$ cat src/rtl/bw_seq_mult_ctrl.sv
// Sequential Baugh-Wooley multiplier: one M-bit partial-product row per cycle,
// correction constant added in a final cycle, start/busy/done handshake.
module bw_seq_mult_ctrl #(
   parameter int M = 7,
   parameter int N = 5
) (
   input  logic           clk,
   input  logic           rst_n,
   input  logic           start,
   input  logic           tc,
   input  logic [M-1:0]   a,
   input  logic [N-1:0]   b,
   output logic           busy,
   output logic           done,
   output logic [M+N-1:0] p
);

   localparam int W  = M + N;
   localparam int JW = (N > 1) ? $clog2(N) : 1;

   localparam logic [W-1:0]  ONE_W  = W'(1'b1);
   localparam logic [W-1:0]  ZERO_W = {W{1'b0}};
   localparam logic [W-1:0]  K_TC   = (ONE_W << (W-1)) + (ONE_W << (M-1)) + (ONE_W << (N-1));
   localparam logic [JW-1:0] J_ONE  = JW'(1'b1);
   localparam logic [JW-1:0] J_LAST = JW'(N-1);

   typedef enum logic [1:0] {
      S_IDLE = 2'd0,
      S_ITER = 2'd1,
      S_FIX  = 2'd2,
      S_DONE = 2'd3
   } state_t;

   state_t        state_q;
   logic [M-1:0]  a_q;
   logic [N-1:0]  b_q;
   logic          tc_q;
   logic [JW-1:0] j_q;
   logic [W-1:0]  acc_q;
   logic [W-1:0]  acc_d;
   logic [W-1:0]  fix_d;
   logic [W-1:0]  p_q;
   logic          busy_q;
   logic          done_q;
   logic [M-1:0]  row_s;

   // Row j: a_i & b_j, inverted where exactly one of (MSB column, last row) holds in signed mode.
   function automatic logic [M-1:0] bw_row(input logic [M-1:0] av, input logic bj,
                                           input logic last_row, input logic tcv);
      logic [M-1:0] r;
      for (int i = 0; i < M; i++) begin
         r[i] = (av[i] & bj) ^ (tcv & ((i == M-1) ^ last_row));
      end
      return r;
   endfunction

   always_comb begin
      row_s = bw_row(a_q, b_q[j_q], (j_q == J_LAST), tc_q);
      acc_d = acc_q + ({{N{1'b0}}, row_s} << j_q);
      fix_d = acc_q + (tc_q ? K_TC : ZERO_W);
   end

   always_ff @(posedge clk or negedge rst_n) begin
      if (!rst_n) begin
         state_q <= S_IDLE;
         a_q     <= {M{1'b0}};
         b_q     <= {N{1'b0}};
         tc_q    <= 1'b0;
         j_q     <= {JW{1'b0}};
         acc_q   <= ZERO_W;
         p_q     <= ZERO_W;
         busy_q  <= 1'b0;
         done_q  <= 1'b0;
      end else begin
         case (state_q)
            S_IDLE: begin
               done_q <= 1'b0;
               if (start) begin
                  a_q     <= a;
                  b_q     <= b;
                  tc_q    <= tc;
                  acc_q   <= ZERO_W;
                  j_q     <= {JW{1'b0}};
                  busy_q  <= 1'b1;
                  state_q <= S_ITER;
               end else begin
                  busy_q  <= 1'b0;
               end
            end
            S_ITER: begin
               acc_q <= acc_d;
               j_q   <= j_q + J_ONE;
               if (j_q == J_LAST) begin
                  state_q <= S_FIX;
               end else begin
                  state_q <= S_ITER;
               end
            end
            S_FIX: begin
               acc_q   <= fix_d;
               p_q     <= fix_d;
               done_q  <= 1'b1;
               state_q <= S_DONE;
            end
            S_DONE: begin
               done_q  <= 1'b0;
               busy_q  <= 1'b0;
               state_q <= S_IDLE;
            end
            default: begin
               busy_q  <= 1'b0;
               done_q  <= 1'b0;
               state_q <= S_IDLE;
            end
         endcase
      end
   end

   assign busy = busy_q;
   assign done = done_q;
   assign p    = p_q;

endmodule

$ cat config.mk
export PLATFORM = sky130hd
export DESIGN_NAME = bw_seq_mult_ctrl
export DESIGN_NICKNAME = d
export VERILOG_FILES = /design/src/rtl/bw_seq_mult_ctrl.sv
export SDC_FILE = /design/constraint.sdc
export NUM_CORES = 1
export LEC_CHECK = 0
export ABC_AREA = 1
export CELL_PAD_IN_SITES_DETAIL_PLACEMENT = 1
export CELL_PAD_IN_SITES_GLOBAL_PLACEMENT = 2
export CORE_ASPECT_RATIO = 1.1
export CORE_UTILIZATION = 30
export DETAILED_ROUTE_END_ITERATION = 10
export PLACE_DENSITY_LB_ADDON = 0.1
export SYNTH_ARGS = -nofsm -noshare
export SYNTH_HDL_FRONTEND = slang
export SYNTH_SLANG_ARGS = --single-unit
$ cat constraint.sdc
create_clock -name clk -period 3.47 [get_ports clk]
set_input_delay 0.694 -clock clk [delete_from_list [all_inputs] [get_ports clk]]
set_output_delay 0.694 -clock clk [all_outputs]
set_load 0.03 [all_outputs]
# Word-level counts from Yosys, hierarchy flattened
# Index checks and enable logic that the tools add are counted.
dict set report word_totals {
  regBits 44
  latch_bits 0
  ram_bits 0
  romBits 0
  input_bits 16
  out_inout_bits 14
  n_memories 0
}
dict set report classes {
  add_sub_neg 3
  multipliers 0
  div_mod_pow 0
  n_lt_le_gt_ge 1
  n_eq_ne 5
  shifts 1
  n_mux 13
  n_bitwise 17
  n_reduce_logical 9
}
# op count
set ops {}
lappend ops {{12-bit one-hot mux with 3 select lines} 1}
lappend ops {{12-bit adder} 2}
lappend ops {{12-bit 2-to-1 mux} 2}
lappend ops {{7-bit by 3-bit << shifter with 12-bit output} 1}
lappend ops {{1-bit bitwise AND} 9}
lappend ops {{2-bit one-hot mux with 4 select lines} 1}
lappend ops {{1-bit XOR} 7}
lappend ops {{3-bit one-hot mux with 2 select lines} 1}
lappend ops {{2-bit AND reduction} 3}
lappend ops {{2-bit nonzero test} 3}
lappend ops {{2-bit equality test, second input constant} 2}
lappend ops {{3-bit by 4-bit < comparator with 1-bit output, second input constant} 1}
lappend ops {{2-bit 2-to-1 mux} 2}
lappend ops {{1-bit one-hot mux with 2 select lines} 2}
lappend ops {{3-bit by 1-bit adder with 3-bit output, second input constant} 1}
lappend ops {{1-bit binary-select mux with 3-bit select} 1}
lappend ops {{3-bit equality test, second input constant} 1}
lappend ops {{3-bit 2-to-1 mux} 1}
lappend ops {{3-bit nonzero test} 1}
lappend ops {{2-bit by 1-bit equality test with 1-bit output, second input constant} 1}
lappend ops {{2-bit logical NOT} 1}
lappend ops {{1-bit 2-to-1 mux} 2}
lappend ops {{2-bit != test, second input constant} 1}
lappend ops {{2-bit OR reduction} 1}
lappend ops {{1-bit inverter} 1}

# Logic depth before layout (Yosys ltp)
# Gate-level depths: netlist of run 1.
dict set report depth {
  ltp_word 7
  ltp_mapped 26
  mapped_depth_nobuf 24
}

# Worst setup path after synthesis of run 1
# OpenSTA, ideal clock, no wires.
dict set report synth_path {
  path_kind {register -> register}
  start {register j_q[1]}
  end {register acc_q[8]}
  arrival_time_ns 3.308
  required_time_ns 3.387
  setup_slack_ns 0.079
  stages_incl_launch_ff 25
  period_less_slack_ns 3.391
  cell_sequence {dfrtp_1 -> buf_6 -> inv_1 -> clkbuf_1 -> ha_1 -> nand2_1 -> nor2_4 -> xor2_1 -> inv_1 -> nand2_1 -> o21ai_0 -> o21ai_0 -> o22ai_1 -> ha_1 -> nand2_1 -> nor2_1 -> a211oi_1 -> nor2_1 -> o21ai_0 -> nand2_1 -> nand2_1 -> nand2_1 -> o21ai_0 -> nand2_1 -> o21ai_0}
}
dict set report synth_between {
  elab_chain_cells 7
  word_cells_on_any_way 23
  cone_classes {1 x add/sub; 1 x eq/ne; 1 x shift; 3 x mux; 17 x bitwise}
}
# element line
set synth_rtl {}
lappend synth_rtl {{from (decl)} 38} ;# logic [JW-1:0] j_q;
lappend synth_rtl {{from (signal assigned)} 69} ;# j_q <= {JW{1'b0}};
lappend synth_rtl {{from (signal assigned)} 83} ;# j_q <= {JW{1'b0}};
lappend synth_rtl {{from (signal assigned)} 92} ;# j_q <= j_q + J_ONE;
lappend synth_rtl {{1-bit binary-select mux with 3-bit select / 3-bit equality test (equally long branches)} 58} ;# row_s = bw_row(a_q, b_q[j_q], (j_q == J_LAST), tc_q);
lappend synth_rtl {{1-bit 2-to-1 mux (not written as such) / 1-bit inverter (equally long branches)} --}
lappend synth_rtl {{1-bit bitwise AND} 52} ;# r[i] = (av[i] & bj) ^ (tcv & ((i == M-1) ^ last_row));
lappend synth_rtl {{1-bit XOR} 52}
lappend synth_rtl {{7-bit by 3-bit << shifter with 12-bit output *} 59} ;# acc_d = acc_q + ({{N{1'b0}}, row_s} << j_q);
lappend synth_rtl {{12-bit adder *} 59}
lappend synth_rtl {{12-bit one-hot mux with 3 select lines *} 75} ;# case (state_q)
lappend synth_rtl {{to (signal assigned)} 100} ;# acc_q <= fix_d;
lappend synth_rtl {{to (decl)} 39} ;# logic [W-1:0] acc_q;
# Mark *: on every way between the ends. The rest lies on a longest branch, timed or not. The select of a mux whose other input is x is not followed.
# A chain may end at the register's enable or synchronous reset.

# Final worst setup path of run 1
dict set report layout_path {
  start {register j_q[0]}
  end {register acc_q[9]}
}
# Same word-level chain as after synthesis.

==> flow_summary.json, run 1 <==
{
  "p_leak_nw": 1.890,
  "finalHoldViolCount": 0,
  "dieArea_um2": 10340,
  "clkTransAtPathRegs_ns": 0.09,
  "pin_count": 30,
  "synthTopCellsByArea": "dfrtp_1 37%, nand2_1 12%, ha_1 8.8%",
  "slew_viol_final": 0,
  "diodes": 0,
  "reg2regPathDepth": 24,
  "dpl.hpwl_mm": 6.340,
  "synth.most_common_cell": "nand2_1",
  "num_rows": 37,
  "ys_seq_area_share_pct": 36.94,
  "ys.warnings.count": 0,
  "drtAntennaViolNets": 0,
  "crit_chain": "buf_6, nor2_4, nand3_2, nand3_4, nand2_2, xor2_1, inv_1, nand2_1, o21ai_2, o21ai_2, nor2_1, ha_1, a21oi_1, nand2_1, nand2_1, nand2_1, a21oi_2, o21ai_2, a21oi_2, nand2b_1, nand3_1, nand2_1, nand2_1, o21ai_2",
  "ys.flop_type": "dfrtp_1",
  "power_density_nw_per_um2": 1085,
  "drt_first_pass_iters": 4,
  "grt_max_degree": 45,
  "area_growth_pct": 34.42,
  "ys_top_cells_by_count": "92 x nand2_1, 44 x dfrtp_1, 42 x inv_1",
  "fin_util_pct": 42.21,
  "rrSetupSlack_ns": 0.15,
  "num_vias": 2764,
  "wire_per_inst_um": 15.18,
  "grt_pass1_vias": 2841,
  "rsz0062_at_grt": "yes",
  "core_area_um2": 9490,
  "cp.arrival_ns": 3.56,
  "cts_buffer_depth": 2,
  "max_freq_mhz": 301.1,
  "ctsHoldBuffers": 0,
  "clk_latency_ns": 0.31,
  "finalNetCount": 481,
  "multi_input_area_um2": 1851,
  "setup_tns_ns": 0,
  "synth_edf_count": 0,
  "wl_mm": 8.516,
  "setup_viol": 0,
  "syn_avg_cell_area_um2": 7.802,
  "register_area_um2": 1104,
  "worst_pin_slew_ns": 1.009,
  "worst_path_most_repeated_cell": "nand2_1",
  "start_util_pct": 31.40,
  "rr_startpoint": "j_q[0]$_DFFE_PN0P_",
  "drt_iter0_markers": 43,
  "viasPerCell": 4.927,
  "track_usage_pct": 16.77,
  "netlist_instances": 382,
  "crit_type": "reg2reg",
  "drcViolationCount": 0,
  "die_y_um": 106.5,
  "critPathTopFamily": "simple AND/OR/NAND/NOR gates",
  "worst-path-max-fanout": 5,
  "slowest_delay_ns": 0.45,
  "h-tree-depth": 2,
  "ir_drop_mv": 0.3734,
  "cp_num_cells": 24,
  "yosys.area.top_type_share_pct": 36.94,
  "synth_top_area_cell": "dfrtp_1",
  "hold-path-cell-count": 2,
  "ctsRootBufferMaster": "clkbuf_8",
  "hp-class": "reg2reg",
  "grt_remaining_overflow": 0,
  "critical_path.endpoint_type": "flop",
  "cp.buffers_inverters": 2,
  "hp-start": "p[0]$_DFFE_PN0P_",
  "fin_crit_sh_pct": 95.72,
  "slowest_stage": "dfrtp_2",
  "gp_congestion": 0.8317,
  "synth_fp_nets": 420,
  "drive_above_1_share_pct": 23.42,
  "async_flop_share_pct": 100.0,
  "port_buffers": 29,
  "synth_cell_types": 37,
  "antenna_found_initial": 0,
  "cts_buffers": 5,
  "max_cap_viol_count": 0,
  "cts_tree": "yes",
  "min_period_ns": 3.321,
  "critPathRequiredTime_ns": 3.71,
  "fp.dieW_um": 97.04,
  "syn_area_um2": 2980,
  "rr_endpoint": "acc_q[9]$_DFFE_PN0P_",
  "clock-sinks": 44,
  "synth-seq-cells": 44,
  "fin_skew_ns": 0.007079,
  "whs_endpoint": "p[0]$_DFFE_PN0P_",
  "critPathLaunchType": "flop",
  "fillers": 1131,
  "grt_pass1_wl_mm": 13.72,
  "run_status": "finished, final reports clean",
  "slew-limit-headroom_pct": 32.71
}
-- area by class of cell --
class	count	share of cell area, %
multi-input combinational	283	46.19
sequential	44	27.55
timing repair buffer	65	14.46
inverter	44	4.185
tap	117	3.654
clock inverter	3	2.249
clock buffer	5	1.718
-- state kept, by name (all words and copies together) (netlist names), named ones only --
name,cells
a_q,7
acc_q,12
b_q,5
busy,1
done,1
j_q,3
p,12
state_q,1
tc_q,1
-- routing by layer --
| layer | track usage [%] | vias up | share of wire [%] |
|---|---|---|---|
| met5 | 0 | - | 0 |
| met3 | 2.564 | 7 | 1.5 |
| li1 | - | 1388 | - |
| met4 | 4.478 | 0 | 1.3 |
| met1 | 19.95 | 1343 | 44 |
| met2 | 31.19 | 26 | 53 |
-- what timing repair did --
action | CTS | global route
setup buffers | 0 | 20
resized for setup | 0 | 54
endpoints found under the setup margin | 0 | 6
-- per-stage QoR --
| stage | worst slack (ns) | instance area, um^2 | cells | total power, mW | hold WS (ns) |
|---|---|---|---|---|---|
| floorplan | 0.07892 | 2980 | 382 | 2.511 | 0.3984 |
| global placement | 0.1353 | 3465 | 532 | 3.225 | 0.4564 |
| detailed placement | 0.01224 | 3465 | 532 | 3.261 | 0.4629 |
| CTS | 0.001894 | 3623 | 540 | 3.832 | 0.4860 |
| global route | -0.08847 | 4006 | 561 | 4.755 | 0.5068 |
| finish | 0.1487 | 4006 | 561 | 4.348 | 0.4795 |
-- worst reg2reg max path, delay by kind of cell (launching register included) --
kind	cells	cell delay, ns
xor+xnor	1	0.17
flops	1	0.45
fa+ha+maj	1	0.36
simple gates	13	1.12
buf+inv	2	0.22
compound gates	7	0.93
-- worst max path at each step --
stage / from / end
6_report: j_q[0]$_DFFE_PN0P_ / acc_q[9]$_DFFE_PN0P_
5_1_grt: j_q[1]$_DFFE_PN0P_ / acc_q[9]$_DFFE_PN0P_
4_1_cts: j_q[0]$_DFFE_PN0P_ / acc_q[9]$_DFFE_PN0P_
3_5_place_dp: j_q[0]$_DFFE_PN0P_ / acc_q[8]$_DFFE_PN0P_
3_3_place_gp: j_q[1]$_DFFE_PN0P_ / acc_q[9]$_DFFE_PN0P_
2_1_floorplan: j_q[1]$_DFFE_PN0P_ / acc_q[8]$_DFFE_PN0P_
-- cells by family after synthesis --
logic type / share of synthesized area (%)
mux: 3.695
compound gates: 14.27
fa+ha+maj: 9.488
flops: 36.94
xor+xnor: 2.351
buf+inv: 7.808
simple gates: 25.44
-- power breakdown --
part           total [mW]  leakage, nW  internal, mW  switching [mW]
logic                2.92         1.26          1.23            1.69
clock network       0.555       0.0784         0.360           0.195
registers           0.876        0.557         0.720           0.157
total                4.35         1.89          2.31            2.04
-- layout by cell type (no fill, tap or decap), types with 11 or more instances in the layout --
master / instances
a21oi_1: 17
buf_4: 32
clkdlybuf4s50_1: 28
dfrtp_1: 42
ha_1: 19
inv_1: 41
nand2_1: 84
nand3_1: 23
nand3_2: 11
nor2_1: 24
o21ai_0: 24
Note: power is estimated with default switching activity, not from simulation.
==> inputs of run 2 (changes only) <==
--- a/config.mk
+++ b/config.mk
@@ -9,8 +9,10 @@
 export CELL_PAD_IN_SITES_DETAIL_PLACEMENT = 1
 export CELL_PAD_IN_SITES_GLOBAL_PLACEMENT = 2
 export CORE_ASPECT_RATIO = 1.1
-export CORE_UTILIZATION = 30
+export CORE_UTILIZATION = 34
 export DETAILED_ROUTE_END_ITERATION = 10
+export DONT_BUFFER_PORTS = 1
+export GPL_ROUTABILITY_DRIVEN = 0
 export PLACE_DENSITY_LB_ADDON = 0.1
 export SYNTH_ARGS = -nofsm -noshare
 export SYNTH_HDL_FRONTEND = slang
==> flow_summary.json, run 2 (synthesized netlist as in run 1, its figures left out) <==
{
  "run_status": "finished, final reports clean",
  "area_growth_pct": 16.00,
  "drt_iter0_markers": 57,
  "crit_chain": "inv_2, ha_1, nand2_2, nor2_4, xor2_1, inv_1, nand2_1, o21ai_2, mux2i_1, o22ai_1, ha_1, a21o_1, a221oi_2, nand3_1, inv_1, nand3_1, nand3_1, nand2_1, nand2_1, nand2_1",
  "cts_buffer_depth": 2,
  "start_util_pct": 35.26,
  "drcViolationCount": 0,
  "grt_pass1_vias": 2726,
  "dpl.hpwl_mm": 6.042,
  "setup_viol": 0,
  "fin_util_pct": 40.90,
  "ctsHoldBuffers": 0,
  "viasPerCell": 5.053,
  "dieArea_um2": 9145,
  "die_y_um": 100.2,
  "reg2regPathDepth": 20,
  "diodes": 0,
  "grt_remaining_overflow": 0,
  "rrSetupSlack_ns": 0.25,
  "grt_pass1_wl_mm": 13.38,
  "max_cap_viol_count": 0,
  "wire_per_inst_um": 15.53,
  "num_rows": 35,
  "num_vias": 2587,
  "fin_crit_sh_pct": 92.67,
  "worst_path_most_repeated_cell": "nand2_1",
  "slowest_stage": "dfrtp_1",
  "slew-limit-headroom_pct": 52.65,
  "critPathRequiredTime_ns": 3.67,
  "pin_count": 30,
  "final_common_cell": "nand2_1",
  "clk_latency_ns": 0.31,
  "worst-path-max-fanout": 7,
  "rr_endpoint": "acc_q[11]$_DFFE_PN0P_",
  "h-tree-depth": 2,
  "wl_mm": 7.949,
  "slew_viol_final": 0,
  "drt_first_pass_iters": 4,
  "slowest_delay_ns": 0.40,
  "fp.dieW_um": 91.27,
  "antenna_found_initial": 0,
  "ctsRootBufferMaster": "clkbuf_8",
  "track_usage_pct": 18.57,
  "grt_max_degree": 45,
  "hp-class": "in2async",
  "crit_type": "reg2reg",
  "clkTransAtPathRegs_ns": 0.09,
  "power_density_nw_per_um2": 1090,
  "min_period_ns": 3.216,
  "cts_tree": "yes",
  "cp.arrival_ns": 3.41,
  "fin_skew_ns": 0.009442,
  "critical_path.endpoint_type": "flop",
  "p_leak_nw": 1.686,
  "cts_buffers": 5,
  "port_buffers": 0,
  "finalNetCount": 438,
  "layout_common_cells": "90 x nand2_1, 43 x dfrtp_1, 42 x inv_1",
  "drtAntennaViolNets": 0,
  "worst_pin_slew_ns": 0.7085,
  "critPathLaunchType": "flop",
  "clock-sinks": 44,
  "core_area_um2": 8452,
  "hold_slack_ns": 0.06739,
  "drive_above_1_share_pct": 18.45,
  "finalHoldViolCount": 0,
  "max_freq_mhz": 311.0,
  "ir_drop_mv": 0.3339,
  "rr_startpoint": "j_q[0]$_DFFE_PN0P_"
}
run 2: critical path: cells and delay by family, from the launching register on:
| family | cells | cell delay, ns |
|---|---|---|
| AOI/OAI and AO/OA | 4 | 0.65 |
| xor gates and xnor gates | 1 | 0.16 |
| adders and majority gates | 2 | 0.53 |
| buffers and inverters | 3 | 0.24 |
| DFF | 1 | 0.40 |
| muxes | 1 | 0.24 |
| and+or+nand+nor | 9 | 0.86 |
run 2: worst max path at each step:
stage                       startpoint               endpoint  slack, ns  cells after the start
global route        j_q[0]$_DFFE_PN0P_  acc_q[10]$_DFFE_PN0P_      -0.06                     22
global placement    j_q[2]$_DFFE_PN0P_   acc_q[8]$_DFFE_PN0P_     -0.002                     22
CTS                 j_q[0]$_DFFE_PN0P_   acc_q[9]$_DFFE_PN0P_       0.02                     24
finish              j_q[0]$_DFFE_PN0P_  acc_q[11]$_DFFE_PN0P_       0.25                     20
detailed placement  j_q[2]$_DFFE_PN0P_   acc_q[8]$_DFFE_PN0P_      -0.02                     22
floorplan           j_q[1]$_DFFE_PN0P_   acc_q[8]$_DFFE_PN0P_       0.08                     24
run 2: power by group:
group	total [mW]	internal, mW	switching, mW
Clock	0.401	0.214	0.187
Combinational	2.38	0.962	1.42
Sequential	0.988	0.717	0.271
run 2: final cells by class:
cell class / instances / area [um^2]
clock buffer: 6 / 72.57
fill: 1045 / 4995
multi-input combinational: 283 / 1765
timing repair buffer: 22 / 177.7
clock inverter: 2 / 35.03
sequential: 44 / 1102
inverter: 44 / 165.2
tap: 111 / 138.9
run 2: timing repair:
item / CTS / global route
pin swaps: 0 / 16
gates cloned: 0 / 1
setup endpoints to repair: 2 / 6
buffers inserted: 0 / 10
gates resized for setup: 2 / 29
run 2: per-stage QoR:
stage / instances / worst slack [ns] / TNS (ns) / power (mW) / area [um^2]
after floorplan: 382 / 0.07892 / 0 / 2.511 / 2980
after CTS: 501 / 0.02101 / 0 / 3.516 / 3263
after detailed placement: 493 / -0.02101 / -0.02101 / 3.095 / 3154
final: 512 / 0.2543 / 0 / 3.768 / 3457
after global routing: 512 / -0.05685 / -0.1659 / 4.156 / 3457
after global placement: 493 / -0.002474 / -0.002474 / 3.055 / 3154
run 2: per-layer routing:
| layer | wire length [um] | vias to the layer above | global-route usage (%) | part of all wire [%] |
|---|---|---|---|---|
| li1 | - | 1306 | - | - |
| met1 | 3610 | 1241 | 21.76 | 45 |
| met2 | 4039 | 31 | 35.02 | 51 |
| met3 | 175 | 9 | 2.727 | 2.2 |
| met4 | 124 | 0 | 5.495 | 1.6 |
| met5 | 0 | - | 0 | 0 |
==> RTL change 1 (settings of run 2) <==
Re-encode `state_t` (4 states) as Gray code, 2 bits wide.
--- a/src/rtl/bw_seq_mult_ctrl.sv
+++ b/src/rtl/bw_seq_mult_ctrl.sv
@@ -25,10 +25,10 @@
    localparam logic [JW-1:0] J_LAST = JW'(N-1);
 
    typedef enum logic [1:0] {
-      S_IDLE = 2'd0,
-      S_ITER = 2'd1,
-      S_FIX  = 2'd2,
-      S_DONE = 2'd3
+      S_IDLE = 2'b00,
+      S_ITER = 2'b01,
+      S_FIX  = 2'b11,
+      S_DONE = 2'b10
    } state_t;
 
    state_t        state_q;
Check against the original RTL: same outputs for any inputs over 4 cycles, from zero or initial values and one cycle with rst_n low; so few cycles prove little.
==> RTL change 1 against run 2 <==
  * Area after synthesis is 5.6% lower
  * Sequential cell count stayed put
  * Setup slack better by 0.0041 ns
  * Critical path depth stayed put
  * Routed wire length is 7.5% lower
  * Clock skew is 0.0025 ns lower
  * Final area is 7.4% lower
  * Hold slack better by 0.0027 ns
  * First-iteration DRC count is 49% lower
  * Critical endpoint is now acc_q[9]$_DFFE_PN0P_
Power is left out: the tool's default activity adds up to more than one toggle a clock period on the data nets, which glitch-free logic cannot reach.
==> RTL change 1: results (changes against run 2) <==
\begin{tabular}{lr}
\hline
Metric & Value \\
\hline
\multicolumn{2}{l}{\textbf{CTS}} \\
Clock slew at reported path FFs & 0.09 ns (about the same) \\
Inserted Clock Buffers & 5 (unchanged) \\
CTS Root Cell & sky130\_fd\_sc\_hd\_\_clkbuf\_8 \\
CTS max path bufs & 2 (unchanged) \\
H-Tree Depth & 2 (unchanged) \\
Clock Latency Late Sink & 0.31 ns (about the same) \\
\multicolumn{2}{l}{\textbf{Routing}} \\
Initial DRC Count & 29 (-49\%) \\
Post-detailed-routing wire length & 7350 um (-7.5\%) \\
Vias after detailed routing & 2384 (-7.8\%) \\
1st-pass router iterations & 4 (unchanged) \\
\multicolumn{2}{l}{\textbf{Hold path}} \\
Class of the most critical hold timing path & in2async \\
\multicolumn{2}{l}{\textbf{Worst setup path}} \\
Worst-path maximum fanout & 8 (+1) \\
Kind of capture point of the worst setup path & flip-flop \\
Worst setup SP type & flip-flop \\
Worst setup slack for register-to-register paths & between 0.2 and 0.3 ns \\
Start of the worst register-to-register path & j\_q[2]\$\_DFFE\_PN0P\_ \\
Critical register-to-register path endpoint & acc\_q[9]\$\_DFFE\_PN0P\_ \\
Cells on worst reg2reg path & 20 (unchanged) \\
\multicolumn{2}{l}{\textbf{Timing}} \\
Worst slew slack as a fraction of its limit & 47.6\% (-5.1 points) \\
Clock skew & 0.00692 ns (-0.00252 ns) \\
\multicolumn{2}{l}{\textbf{Status}} \\
Run status & complete, no violations \\
\multicolumn{2}{l}{\textbf{Yosys}} \\
Nets in the synthesized netlist & 383 (-8.8\%) \\
Cell types occupying the most area after synthesis & sky130\_fd\_sc\_hd\_\_dfrtp\_1 (39\%), sky130\_fd\_sc\_hd\_\_nand2\_1 (12\%), sky130\_fd\_sc\_hd\_\_ha\_1 (7.1\%) \\
Sequential share of the synthesized area & 39.1\% (+2.2 points) \\
Most used DFF post-synth & sky130\_fd\_sc\_hd\_\_dfrtp\_1 \\
Unique cell type count in the Yosys netlist & 39 (+5.4\%) \\
Proportion of synthesized flip-flops having asynchronous set or reset & 100\% (unchanged) \\
Yosys warning total & 0 (unchanged) \\
Ranking of synthesized cells by instance count & sky130\_fd\_sc\_hd\_\_nand2\_1 (93), sky130\_fd\_sc\_hd\_\_dfrtp\_1 (44), sky130\_fd\_sc\_hd\_\_inv\_1 (32), sky130\_fd\_sc\_hd\_\_nand3\_1 (26) \\
\multicolumn{2}{l}{\textbf{GRT}} \\
Vias in the first global route & 2579 (-5.4\%) \\
Largest net degree at the start of global routing & 45 (unchanged) \\
First-pass GRT wire length & 12600 um (-5.5\%) \\
Total routing resource utilization after global routing & 19.2\% (+0.62 points) \\
Initial antenna violation count & 0 (unchanged) \\
\multicolumn{2}{l}{\textbf{Finish}} \\
Antenna diodes & 0 (unchanged) \\
Final nets & 398 (-9.1\%) \\
Layout cells sized above 1 & 19.4\% (+0.95 points) \\
\multicolumn{2}{l}{\textbf{Placed design}} \\
Number of buffers added on ports & 0 (unchanged) \\
Half-perimeter wire length after detailed placement & 5730 um (-5.2\%) \\
\hline
\end{tabular}
## RTL change 1: cell count changes after synthesis, sizes merged, moves of 3 or more
cell / before / now
o21ai: 37 / 33
inv: 43 / 34
ha: 21 / 16
a21oi: 19 / 22
o211ai: 0 / 3
nor2: 31 / 21
clkbuf: 8 / 5
o22ai: 9 / 5
a22o: 4 / 0
## RTL change 1: what timing repair did
item / 4_1_cts / 5_1_grt
gates resized for setup: 2 / 13
gates cloned: 0 / 0
endpoints found under the setup margin: 1 / 4
buffers inserted: 0 / 5
pin swaps: 0 / 5
## RTL change 1: worst max-delay path, cell delays in order, from the launching register on
cell and delay [ns]:
sky130_fd_sc_hd__dfrtp_2 0.48, sky130_fd_sc_hd__nor2_2 0.18, sky130_fd_sc_hd__nand3_2 0.11, sky130_fd_sc_hd__nand3_4 0.13
sky130_fd_sc_hd__nand2_1 0.11, sky130_fd_sc_hd__xor2_2 0.27, sky130_fd_sc_hd__nand2_2 0.09, sky130_fd_sc_hd__o21ai_2 0.15
sky130_fd_sc_hd__and2_1 0.15, sky130_fd_sc_hd__ha_2 0.30, sky130_fd_sc_hd__a21oi_1 0.15, sky130_fd_sc_hd__nand2_1 0.11
sky130_fd_sc_hd__nand2_1 0.11, sky130_fd_sc_hd__nand2_1 0.08, sky130_fd_sc_hd__a21oi_2 0.19, sky130_fd_sc_hd__o21ai_2 0.11
sky130_fd_sc_hd__a21oi_2 0.16, sky130_fd_sc_hd__inv_1 0.05, sky130_fd_sc_hd__nand2_1 0.05, sky130_fd_sc_hd__nand3_1 0.06
sky130_fd_sc_hd__nand3_1 0.09
## RTL change 1: area by class of cell
class	count	area [um^2]
clock buffers	5	68.8
multi-input cells	263	1580
fillers	987	4750
well taps	108	135
repair buffers	17	140
flip-flops and latches	44	1100
clock inverters	3	46.3
inverters	34	130
## RTL change 1: logic make-up (layout without fill, tap and decap cells)
family | Yosys count | count (layout) | share of synthesized area (%)
simple gates | 161 | 161 | 26.5
compound gates | 69 | 69 | 14.1
flops | 44 | 44 | 39.1
buf+inv | 43 | 59 | 6.40
fa+ha+maj | 17 | 17 | 7.83
mux | 9 | 9 | 3.56
xor+xnor | 7 | 7 | 2.45
## RTL change 1: routing by layer
metal	share of wire, %	up-vias	GRT usage [%]	routed length [um]
met5	0	-	0	0
met4	1.2	0	5.21	85
met3	1.9	6	2.55	137
met2	53	25	34.6	3880
met1	44	1156	23.4	3240
li1	-	1197	-	-
## RTL change 1: stage by stage
stage	worst slack (ns)	cells	hold slack [ns]	util [%]	cell area [um^2]
finish	0.258	474	0.0701	40.2	3200
global route	0.0136	474	0.0466	40.2	3200
CTS	0.0152	469	0.0537	39.2	3120
detailed placement	0.0137	461	0.399	37.7	3000
global placement	0.0658	461	0.399	37.7	3000
floorplan	0.00964	350	0.398	-	2810
==> RTL change 2 (settings of run 2) <==
Without the edit above. Change the parameter `N` from 5 to 10.
--- a/src/rtl/bw_seq_mult_ctrl.sv
+++ b/src/rtl/bw_seq_mult_ctrl.sv
@@ -2,7 +2,7 @@
 // correction constant added in a final cycle, start/busy/done handshake.
 module bw_seq_mult_ctrl #(
    parameter int M = 7,
-   parameter int N = 5
+   parameter int N = 10
 ) (
    input  logic           clk,
    input  logic           rst_n,
Ports: changed (resized b and p); port bits go from 30 to 40. No check against the original RTL was run, so the function may have changed too.
==> RTL change 2 against run 2 <==
  * The flow now finishes with violations (negative setup slack)
  * Fmax decreased by 8.6%
  * Combinational power increased by 52%
  * Sequential power increased by 28%
  * Utilization increased by 7.0 points
  * Sequential cell count increased by 16
  * Setup slack got worse by 0.30 ns
  * Area after synthesis increased by 36%
  * Total power increased by 53%
  * Routed wire length increased by 61%
  * Final area increased by 60%
  * Critical path depth increased by 7
  * Critical path type unchanged
  * Largest cell class unchanged
==> RTL change 2: results (changes against run 2) <==
\begin{tabular}{lr}
\hline
Metric & Value \\
\hline
\multicolumn{2}{l}{\textbf{Yosys}} \\
Sequential share of the synthesized area & 37.0\% (about the same) \\
Cell types occupying the most area after synthesis & sky130\_fd\_sc\_hd\_\_dfrtp\_1 (37\%), sky130\_fd\_sc\_hd\_\_nand2\_1 (15\%), sky130\_fd\_sc\_hd\_\_ha\_1 (8.0\%) \\
Adder-cell share of the synthesized area & 8.51\% (-0.98 points) \\
Multiplexer share of the synthesized area & 0\% (-3.7 points) \\
\multicolumn{2}{l}{\textbf{Status}} \\
Failing checks & negative setup slack \\
Run status & finished with violations \\
\multicolumn{2}{l}{\textbf{GRT}} \\
Vias in the first global route & 4292 (+57\%) \\
Largest net degree at the start of global routing & 61 (+36\%) \\
Fraction of met3 tracks used by global routing & 3.63\% (+0.90 points) \\
Met2 Track Usage GR & 42.5\% (+7.5 points) \\
\multicolumn{2}{l}{\textbf{Power}} \\
Maximum vdd drop & 0.340 mV (+1.9\%) \\
Net Sw Frac & 45.9\% (-3.8 points) \\
Leakage power summed over all cells & 2.68 nW (+59\%) \\
\multicolumn{2}{l}{\textbf{Routing}} \\
Average wire length per cell after detail routing & 16.0 um (+3.3\%) \\
Number of vias per cell after detailed routing & 5.03 (-0.55\%) \\
Post-detailed-routing wire length & 12800 um (+61\%) \\
\multicolumn{2}{l}{\textbf{Finish}} \\
Layout cells sized above 1 & 30.8\% (+12 points) \\
Storage cell area & 1510 um\^{}2 (+37\%) \\
Final nets & 693 (+58\%) \\
Area of the multi-input gates & 2580 um\^{}2 (+46\%) \\
Utilization of the core after routing & 47.9\% (+7.0 points) \\
Flip-flop and latch count & 60 (+36\%) \\
Count of non-CTS inverters in the layout & 65 (+48\%) \\
Layout fillers & 1417 (+36\%) \\
\multicolumn{2}{l}{\textbf{Worst setup path}} \\
Slowest library cell on the worst path & sky130\_fd\_sc\_hd\_\_dfrtp\_2 \\
Critical register-to-register path endpoint & acc\_q[13]\$\_DFFE\_PN0P\_ \\
Endpoint arrival time on the critical path & 3.78 ns (+0.37 ns) \\
\multicolumn{2}{l}{\textbf{CTS}} \\
Clock Latency Late Sink & 0.34 ns (+0.03 ns) \\
H-Tree Depth & 3 (+1) \\
Inserted Clock Buffers & 9 (+4) \\
CTS-repair resized insts & 54 (+52) \\
\multicolumn{2}{l}{\textbf{Timing}} \\
Smallest hold slack & 0.0524 ns (-0.0150 ns) \\
Post-route setup slack & -0.0464 ns (-0.301 ns) \\
Final setup viols & 4 (+4) \\
Setup TNS & -0.0797 ns (-0.0797 ns) \\
\hline
\end{tabular}
[RTL change 2: worst max path at each step]
stage                     slack [ns]               start  cells after the start                     to
final                          -0.05  j_q[3]$_DFFE_PN0P_                     27  acc_q[13]$_DFFE_PN0P_
after detailed placement       -0.36  j_q[2]$_DFFE_PN0P_                     24  acc_q[13]$_DFFE_PN0P_
after global routing           -0.34  j_q[3]$_DFFE_PN0P_                     26  acc_q[14]$_DFFE_PN0P_
after global placement         -0.24  j_q[2]$_DFFE_PN0P_                     25  acc_q[15]$_DFFE_PN0P_
after floorplan                 0.05  j_q[1]$_DFFE_PN0P_                     25  acc_q[15]$_DFFE_PN0P_
after CTS                      -0.09  j_q[2]$_DFFE_PN0P_                     27  acc_q[13]$_DFFE_PN0P_
[RTL change 2: cells by family after synthesis]
family / after synthesis
AOI/OAI and AO/OA: 109
xor gates and xnor gates: 8
adders and majority gates: 27
buffers and inverters: 81
DFF: 60
and+or+nand+nor: 267
